$ cat src/rtl/toubi_pkg.sv
// Shared definitions for the ticket-machine payment controller.
//   - state_e    : controller FSM states
//   - PRICE_W    : width of fare / money values (yuan)
//   - COIN*_VAL  : value of each coin slot
//   - sel_valid(): legal ticket-type / quantity check
package toubi_pkg;

  localparam int unsigned PRICE_W    = 6;
  localparam int unsigned COIN1_VAL  = 1;
  localparam int unsigned COIN5_VAL  = 5;
  localparam int unsigned TICKET_MIN = 1;
  localparam int unsigned TICKET_MAX = 4;
  localparam int unsigned COUNT_MIN  = 1;
  localparam int unsigned COUNT_MAX  = 7;

  typedef enum logic [1:0] {
    StIdle,
    StPay,
    StIssue,
    StChange
  } state_e;

  // Compared at 32 bits so the limits stay meaningful if the fields are widened.
  function automatic logic sel_valid(logic [2:0] ticket, logic [2:0] count);
    return (32'(ticket) >= TICKET_MIN) && (32'(ticket) <= TICKET_MAX) &&
           (32'(count) >= COUNT_MIN) && (32'(count) <= COUNT_MAX);
  endfunction

endpackage

$ cat src/rtl/toubi_if.sv
// Passenger-facing and dispense-facing signal bundle of toubi_ctrl.
//   master : passenger panel / coin acceptor side (drives sel, coins, cancel)
//   slave  : toubi_ctrl side (drives en, ticket, count, due, paid, change, strobes)
interface toubi_if;
  import toubi_pkg::*;

  logic               sel;
  logic [2:0]         ticket_in;
  logic [2:0]         count_in;
  logic               coin1;
  logic               coin5;
  logic               cancel;
  logic               en;
  logic [2:0]         ticket;
  logic [2:0]         count;
  logic [PRICE_W-1:0] due;
  logic [PRICE_W-1:0] paid;
  logic [PRICE_W-1:0] change;
  logic               change_vld;
  logic               coin_rej;
  logic               sel_err;
  logic               busy;

  modport master (
    output sel, ticket_in, count_in, coin1, coin5, cancel,
    input  en, ticket, count, due, paid, change, change_vld, coin_rej, sel_err, busy
  );

  modport slave (
    input  sel, ticket_in, count_in, coin1, coin5, cancel,
    output en, ticket, count, due, paid, change, change_vld, coin_rej, sel_err, busy
  );

endinterface

$ cat src/rtl/toubi_price.sv
// Fare lookup: unit price of the ticket type multiplied by quantity.
//   ticket_i : ticket type (1..4; anything else prices at 0)
//   count_i  : quantity
//   fare_o   : price * count, PRICE_W bits
module toubi_price
  import toubi_pkg::*;
#(
  parameter int unsigned PRICE1 = 1,
  parameter int unsigned PRICE2 = 2,
  parameter int unsigned PRICE3 = 3,
  parameter int unsigned PRICE4 = 5
) (
  input  logic [2:0]         ticket_i,
  input  logic [2:0]         count_i,
  output logic [PRICE_W-1:0] fare_o
);

  logic [PRICE_W-1:0] price;

  always_comb begin
    price = '0;
    case (ticket_i)
      3'd1:    price = PRICE_W'(PRICE1);
      3'd2:    price = PRICE_W'(PRICE2);
      3'd3:    price = PRICE_W'(PRICE3);
      3'd4:    price = PRICE_W'(PRICE4);
      default: price = '0;
    endcase
  end

  assign fare_o = price * PRICE_W'(count_i);

endmodule

$ cat src/rtl/toubi_ctrl.sv
// Payment controller: latches the selection, accumulates coins, pulses en to the
// dispenser, then reports change (or a full refund on cancel).
//   clk  : clock, rising edge
//   rst  : asynchronous active-low reset
//   bus  : toubi_if.slave (selection, coins, cancel in; en/ticket/count/due/paid/
//          change/change_vld/coin_rej/sel_err/busy out, all registered)
// Optional: define TOUBI_TIMEOUT_EN to refund automatically after TIMEOUT_CYC
// coin-less cycles in PAY.
module toubi_ctrl
  import toubi_pkg::*;
#(
  parameter int unsigned PRICE1      = 1,
  parameter int unsigned PRICE2      = 2,
  parameter int unsigned PRICE3      = 3,
  parameter int unsigned PRICE4      = 5,
  parameter int unsigned TIMEOUT_CYC = 1000
) (
  input logic    clk,
  input logic    rst,
  toubi_if.slave bus
);

  state_e             state_q;
  logic               en_q, change_vld_q, coin_rej_q, sel_err_q, busy_q;
  logic [2:0]         ticket_q, count_q;
  logic [PRICE_W-1:0] due_q, paid_q, change_q;

  logic [PRICE_W-1:0] fare, coin_add, paid_sum;
  logic               coin_any, refund;

  toubi_price #(
    .PRICE1 (PRICE1),
    .PRICE2 (PRICE2),
    .PRICE3 (PRICE3),
    .PRICE4 (PRICE4)
  ) u_price (
    .ticket_i (bus.ticket_in),
    .count_i  (bus.count_in),
    .fare_o   (fare)
  );

  assign coin_any = bus.coin1 | bus.coin5;
  assign coin_add = (bus.coin1 ? PRICE_W'(COIN1_VAL) : '0) +
                    (bus.coin5 ? PRICE_W'(COIN5_VAL) : '0);
  // Cannot overflow: paid stays below due (<= 35) before the last coin adds at most 6.
  assign paid_sum = paid_q + coin_add;

`ifdef TOUBI_TIMEOUT_EN
  logic [31:0] tmr_q;
  logic        timeout;
  assign timeout = (state_q == StPay) && !coin_any && (tmr_q == TIMEOUT_CYC - 1);

  // Counts coin-less cycles in PAY; cleared on entry and on every accepted coin.
  always_ff @(posedge clk or negedge rst) begin
    if (!rst) begin
      tmr_q <= '0;
    end else if (state_q != StPay || coin_any) begin
      tmr_q <= '0;
    end else begin
      tmr_q <= tmr_q + 32'd1;
    end
  end
`else
  logic timeout;
  logic unused_timeout_cyc;
  assign timeout            = 1'b0;
  assign unused_timeout_cyc = ^TIMEOUT_CYC;
`endif

  // A coin with cancel is counted first, then refunded together with the rest.
  assign refund = bus.cancel | timeout;

  always_ff @(posedge clk or negedge rst) begin
    if (!rst) begin
      state_q      <= StIdle;
      en_q         <= 1'b0;
      change_vld_q <= 1'b0;
      coin_rej_q   <= 1'b0;
      sel_err_q    <= 1'b0;
      busy_q       <= 1'b0;
      ticket_q     <= '0;
      count_q      <= '0;
      due_q        <= '0;
      paid_q       <= '0;
      change_q     <= '0;
    end else begin
      en_q         <= 1'b0;
      change_vld_q <= 1'b0;
      coin_rej_q   <= 1'b0;
      sel_err_q    <= 1'b0;
      unique case (state_q)
        StIdle: begin
          coin_rej_q <= coin_any;
          if (bus.sel) begin
            if (sel_valid(bus.ticket_in, bus.count_in)) begin
              ticket_q <= bus.ticket_in;
              count_q  <= bus.count_in;
              due_q    <= fare;
              paid_q   <= '0;
              busy_q   <= 1'b1;
              state_q  <= StPay;
            end else begin
              sel_err_q <= 1'b1;
            end
          end
        end
        StPay: begin
          paid_q <= paid_sum;
          if (refund) begin
            change_q     <= paid_sum;
            change_vld_q <= 1'b1;
            busy_q       <= 1'b0;
            state_q      <= StIdle;
          end else if (paid_sum >= due_q) begin
            en_q    <= 1'b1;
            state_q <= StIssue;
          end
        end
        StIssue: begin
          coin_rej_q   <= coin_any;
          change_q     <= paid_q - due_q;
          change_vld_q <= 1'b1;
          state_q      <= StChange;
        end
        StChange: begin
          coin_rej_q <= coin_any;
          busy_q     <= 1'b0;
          state_q    <= StIdle;
        end
        default: begin
          busy_q  <= 1'b0;
          state_q <= StIdle;
        end
      endcase
    end
  end

  assign bus.en         = en_q;
  assign bus.ticket     = ticket_q;
  assign bus.count      = count_q;
  assign bus.due        = due_q;
  assign bus.paid       = paid_q;
  assign bus.change     = change_q;
  assign bus.change_vld = change_vld_q;
  assign bus.coin_rej   = coin_rej_q;
  assign bus.sel_err    = sel_err_q;
  assign bus.busy       = busy_q;

endmodule

$ cat src/flat_wrapper.sv
// flat-port wrapper written by rule: the top's interface ports become plain ports
module toubi_ctrl_flat import toubi_pkg::*;
#(
  parameter int unsigned PRICE1      = 1,
  parameter int unsigned PRICE2      = 2,
  parameter int unsigned PRICE3      = 3,
  parameter int unsigned PRICE4      = 5,
  parameter int unsigned TIMEOUT_CYC = 1000
)
  (clk, rst, bus_sel, bus_ticket_in, bus_count_in, bus_coin1, bus_coin5, bus_cancel, bus_en, bus_ticket, bus_count, bus_due, bus_paid, bus_change, bus_change_vld, bus_coin_rej, bus_sel_err, bus_busy);
  toubi_if bus_i ();
  input logic clk;
  input logic rst;
  input wire logic [$bits(bus_i.sel)-1:0] bus_sel;
  input wire logic [$bits(bus_i.ticket_in)-1:0] bus_ticket_in;
  input wire logic [$bits(bus_i.count_in)-1:0] bus_count_in;
  input wire logic [$bits(bus_i.coin1)-1:0] bus_coin1;
  input wire logic [$bits(bus_i.coin5)-1:0] bus_coin5;
  input wire logic [$bits(bus_i.cancel)-1:0] bus_cancel;
  output wire logic [$bits(bus_i.en)-1:0] bus_en;
  output wire logic [$bits(bus_i.ticket)-1:0] bus_ticket;
  output wire logic [$bits(bus_i.count)-1:0] bus_count;
  output wire logic [$bits(bus_i.due)-1:0] bus_due;
  output wire logic [$bits(bus_i.paid)-1:0] bus_paid;
  output wire logic [$bits(bus_i.change)-1:0] bus_change;
  output wire logic [$bits(bus_i.change_vld)-1:0] bus_change_vld;
  output wire logic [$bits(bus_i.coin_rej)-1:0] bus_coin_rej;
  output wire logic [$bits(bus_i.sel_err)-1:0] bus_sel_err;
  output wire logic [$bits(bus_i.busy)-1:0] bus_busy;
  assign bus_i.sel = bus_sel;
  assign bus_i.ticket_in = bus_ticket_in;
  assign bus_i.count_in = bus_count_in;
  assign bus_i.coin1 = bus_coin1;
  assign bus_i.coin5 = bus_coin5;
  assign bus_i.cancel = bus_cancel;
  assign bus_en = bus_i.en;
  assign bus_ticket = bus_i.ticket;
  assign bus_count = bus_i.count;
  assign bus_due = bus_i.due;
  assign bus_paid = bus_i.paid;
  assign bus_change = bus_i.change;
  assign bus_change_vld = bus_i.change_vld;
  assign bus_coin_rej = bus_i.coin_rej;
  assign bus_sel_err = bus_i.sel_err;
  assign bus_busy = bus_i.busy;
  toubi_ctrl #(.PRICE1(PRICE1), .PRICE2(PRICE2), .PRICE3(PRICE3), .PRICE4(PRICE4), .TIMEOUT_CYC(TIMEOUT_CYC)) u_core (.clk(clk), .rst(rst), .bus(bus_i));
endmodule
$ cat config.mk
export PLATFORM = sky130hd
export DESIGN_NAME = toubi_ctrl_flat
export DESIGN_NICKNAME = d
export VERILOG_FILES = /design/src/rtl/toubi_pkg.sv /design/src/rtl/toubi_if.sv /design/src/rtl/toubi_price.sv /design/src/rtl/toubi_ctrl.sv /design/src/flat_wrapper.sv
export SDC_FILE = /design/constraint.sdc
export NUM_CORES = 1
export LEC_CHECK = 0
export BUFFER_PORTS_ARGS = -buffer_cell sky130_fd_sc_hd__buf_2
export CELL_PAD_IN_SITES_DETAIL_PLACEMENT = 0
export CELL_PAD_IN_SITES_GLOBAL_PLACEMENT = 2
export CORE_AREA = 2 2 76 78
export CTS_BUF_LIST = sky130_fd_sc_hd__clkbuf_4 sky130_fd_sc_hd__clkbuf_8
export DETAILED_ROUTE_END_ITERATION = 7
export DIE_AREA = 0 0 78 80
export HOLD_SLACK_MARGIN = 0.12
export PLACE_DENSITY = 0.91
export REMOVE_ABC_BUFFERS = 1
export SYNTH_ARGS = -nofsm -noshare
export SYNTH_HDL_FRONTEND = slang
export SYNTH_SLANG_ARGS = --single-unit
$ cat constraint.sdc
create_clock -name clk -period 6.2 [get_ports clk]
set_input_delay 1.24 -clock clk [delete_from_list [all_inputs] [get_ports clk]]
set_output_delay 1.24 -clock clk [all_outputs]
set_load 0.05 [all_outputs]
After elaboration in Yosys (flattened, before gate mapping)

Index checks and enable logic that the tools add are counted.
W data, S select, Z words.

Bitwise logic cells: 1
Multiply operators: 1
$add $sub $neg: 3
Order comparisons: 4
Reduce and logical (&&, ||, !) cells: 12
Mux-type cells: 26
Eq/ne operators: 11

Operator list:

| kind                 | count |
|---|---|
| $pmux W6 S2          | 2 |
| $mux W6              | 3 |
| $add A6 B6 Y6        | 2 |
| $mux W1              | 12 |
| $pmux W3 S4          | 1 |
| $reduce_and A3 Y1    | 3 |
| $mux W2              | 4 |
| $pmux W2 S4          | 1 |
| $eq A3 B2 Y1 const B | 2 |
| $ge A3 B1 Y1 const B | 2 |
| $ge A6 B6 Y1         | 1 |
| $mul A3 B3 Y6        | 1 |
| $sub A6 B6 Y6        | 1 |
| $eq A2 B2 Y1 const B | 2 |
| $ne A2 B2 Y1 const B | 2 |
| $reduce_and A4 Y1    | 1 |
| $reduce_bool A2 Y1   | 2 |
| $eq A3 B1 Y1 const B | 1 |
| $eq A3 B3 Y1 const B | 1 |
| $le A3 B3 Y1 const B | 1 |
| $mux W3              | 1 |
| $ne A3 B2 Y1 const B | 1 |
| $pmux W1 S3          | 1 |
| $reduce_bool A3 Y1   | 1 |
| other kinds (8)      | 9 |

Flip-flop bits (word level): 31
Input bits: 12

Logic depth before layout (Yosys ltp)

Word-level depth: 7
Gate-level depth with buffers: 11
Mapped depth without buffers: 11

Hierarchy

A second synthesis with hierarchy kept.

Cells, all modules: 200
Area, all modules: 2035.7 um^2

Modules (own cells, without submodules):

| module      | cells each | times used | area an instance (um^2) |
|---|---|---|---|
| toubi_ctrl  | 171        | 1          | 1804.2 |
| toubi_price | 29         | 1          | 231.5 |

Worst setup path after synthesis

Ideal clock, no wire load.

Kind: input -> register
Start: in bus_coin5
End: reg (tool-made name)
Buffers on the path: 0
Required time: 6.074 ns
Stages on the path: 11
Setup time: 0.126 ns
Arrival time: 3.265 ns
Path slack: 2.809 ns
Cells stage by stage: fa_1 -> ha_1 -> a21o_1 -> nand2_1 -> xnor2_1 -> ha_1 -> a21o_1 -> a21oi_1 -> o21ai_0 -> and3_1 -> o32a_1

RTL lines:

| item        | RTL line           | source |
|---|---|---|
| from (decl) | flat_wrapper.sv:18 | `input wire logic [$bits(bus_i.coin5)-1:0] bus_coin5;` |

==> impl_metrics.py <==
metrics = {
    "cts": {
        "cts_root_buf": "clkbuf_8",
        "post_cts_buffers": 0,
        "h-tree-depth": 2,
        "clock_latency_ps": 280,
        "post_cts_resized": 0,
        "numCtsBuffers": 5,
        "cts.reportedPaths.clkPinSlew_ps": 60,
        "numClockSinks": 31,
        "cts_hold_buffers": 0,
        "cts_tree": "yes",
        "ctsLongestPathBuffers": 2,
    },
    "die": {
        "die_area_um2": 6240,
        "die_y_um": 80,
        "initial_core_util_pct": 37.2,
        "dieWidth_um": 78,
        "std_cell_rows": 27,
        "ioPinCount": 41,
        "core_area_um2": 5410,
    },
    "critical_path": {
        "reg2reg_slack_ps": 3430,
        "crit_start": "bus_coin5",
        "r2r_start": "u_core.bus.paid[0]",
        "path_class": "input port to register",
        "worst_setup_path_start_kind": "input port",
        "crit_fanout": 3,
        "end_kind": "register",
        "arrival_ps": 3540,
        "r2r_cells": 11,
        "required_ps": 6360,
    },
    "synth": {
        "synth_seq_area_share_pct": 38.5,
        "ys_warn_count": 0,
        "synthCells": 195,
        "mappedNetlistArea_um2": 2010,
        "synth_cell_types": 40,
        "ys.flop_type": "dfrtp_1",
        "synth-seq-cells": 31,
        "synth-edff-count": 0,
        "async_reset_ff_share_pct": 100,
        "synth_area_per_cell_um2": 10.3,
    },
    "route": {
        "dr.pass1.iters": 4,
        "num_vias": 1517,
        "ant_nets": 0,
        "drcViolationCount": 0,
        "wl_um": 4260,
        "highest_layer": "met4",
        "wire_per_inst_um": 13.7,
        "wl_met2_um": 1930,
        "drtIter0Drc": 93,
        "wl_met3_um": 230,
        "viasPerCell": 4.86,
        "wl_met1_um": 2060,
    },
    "cells_and_area": {
        "diodes": 0,
        "final.fill_count": 559,
        "mostFrequentLayoutCells": "40 x buf_2, 31 x dfrtp_1, 25 x ha_1",
        "final_common_cell": "buf_2",
        "area_growth_pct": 18.1,
        "drive_gt1_share_pct": 25.0,
        "fin_util_pct": 44.0,
        "finalNetCount": 281,
    },
    "sta": {
        "worst_slew_pin_slew_ps": 935,
        "fmax_mhz": 296,
        "setup_viol": 0,
        "fin_crit_sh_pct": 54.4,
        "hold_violations": 0,
        "rsz0062_at_grt": "false",
        "setup_tns_ps": 0,
        "finalMaxSlewViolations": 0,
        "max-slew-margin-rel_pct": 37.2,
        "skew_ps": 4.48,
        "period_needed_ps": 3380,
    },
    "min_path": {
        "hp-class": "register to register",
        "holdPathStages": 1,
    },
    "global_routing": {
        "antenna_found_initial": 0,
        "grt_max_degree": 32,
        "grt_pass1_vias": 1461,
        "grt_usage_pct": 15.0,
        "overflow": 0,
        "grt_pass1_wl_um": 7120,
    },
    "run_status": {
        "status": "finished clean",
    },
    "placed_design": {
        "io_buffers": 40,
        "gp_congestion": 0.786,
        "dp_hpwl_um": 3320,
    },
    "flow_run": {
        "max-cap-violations": 0,
    },
}
==> worst min-delay path by stage <==
stage	from	endpoint	slack (ps)
floorplan	register	register	550
global placement	u_core.bus.count[2]	u_core.bus.count[2]	490
detailed placement	u_core.bus.busy	u_core.bus.busy	490
CTS	u_core.bus.ticket[2]	u_core.bus.ticket[2]	510
global route	u_core.bus.count[1]	u_core.bus.count[1]	530
finish	u_core.bus.ticket[2]	u_core.bus.ticket[2]	510
==> sequential cells by signal, indices dropped and copies added (netlist names), 3 cells and up, named ones only <==
name,cells
u_core.bus.ticket,3
u_core.bus.count,3
u_core.bus.paid,6
u_core.bus.change,6
u_core.bus.due,6
==> Yosys cell counts, types with 2 or more instances <==
library cell	instances	area, um2
dfrtp_1	31	776
ha_1	25	313
inv_1	18	67.6
a21oi_1	12	60.1
nor2_1	12	45.0
o21ai_0	10	50.1
nand2_1	9	33.8
mux2_2	7	78.8
a22o_1	6	52.6
nor2b_1	6	37.5
a21o_1	5	37.5
and2_1	5	31.3
xor2_1	5	43.8
a31oi_1	4	25.0
and3_1	4	25.0
fa_1	4	80.1
o22ai_1	3	18.8
xnor2_1	3	26.3
mux2i_1	2	20.0
nand3_1	2	10.0
nor3_2	2	20.0
o21a_1	2	15.0
==> cells by family after synthesis <==
kind of cell    Yosys count  synth area share [%]
compound gates           51                  16.6
simple gates             45                  12.4
flops                    31                  38.5
fa+ha+maj                29                  19.5
buf+inv                  22                  4.60
mux                       9                  4.91
xor+xnor                  8                  3.48
==> final cells by class <==
type | count | area, um2 | share of cell area (%)
clock buffer | 6 | 82.6 | 3.47
clock inverter | 1 | 5.00 | 0.211
inverter | 19 | 71.3 | 3.00
multi-input combinational | 142 | 1140 | 48.2
sequential | 31 | 776 | 32.6
tap | 72 | 90.1 | 3.79
timing repair buffer | 41 | 208 | 8.74
==> critical path, cell delays in order <==
cell     delay (ps)
buf_2           120
fa_1            410
ha_1            220
a21o_1          180
nand2_1          70
xnor2_1         170
ha_1            300
a21o_1          180
a21oi_1         180
o21ai_0         130
and3_1          180
o32a_1          160
==> metrics by stage <==
step	instance area (um2)	cells	setup slack, ps	hold slack (ps)
6_report	2380	312	2820	507
3_5_place_dp	2290	305	2540	490
4_1_cts	2380	312	2840	513
2_1_floorplan	1990	192	2810	547
3_3_place_gp	2290	305	2590	490
5_1_grt	2380	312	2690	531
==> layer usage <==
metal / up-vias / global-route usage (%)
li1: 770 / -
met1: 705 / 20.0
met2: 38 / 23.4
met3: 4 / 4.41
met4: 0 / 4.56
met5: - / 0
Power is left out: the tool's default activity adds up to more than one toggle a clock period on the data nets, which glitch-free logic cannot reach.
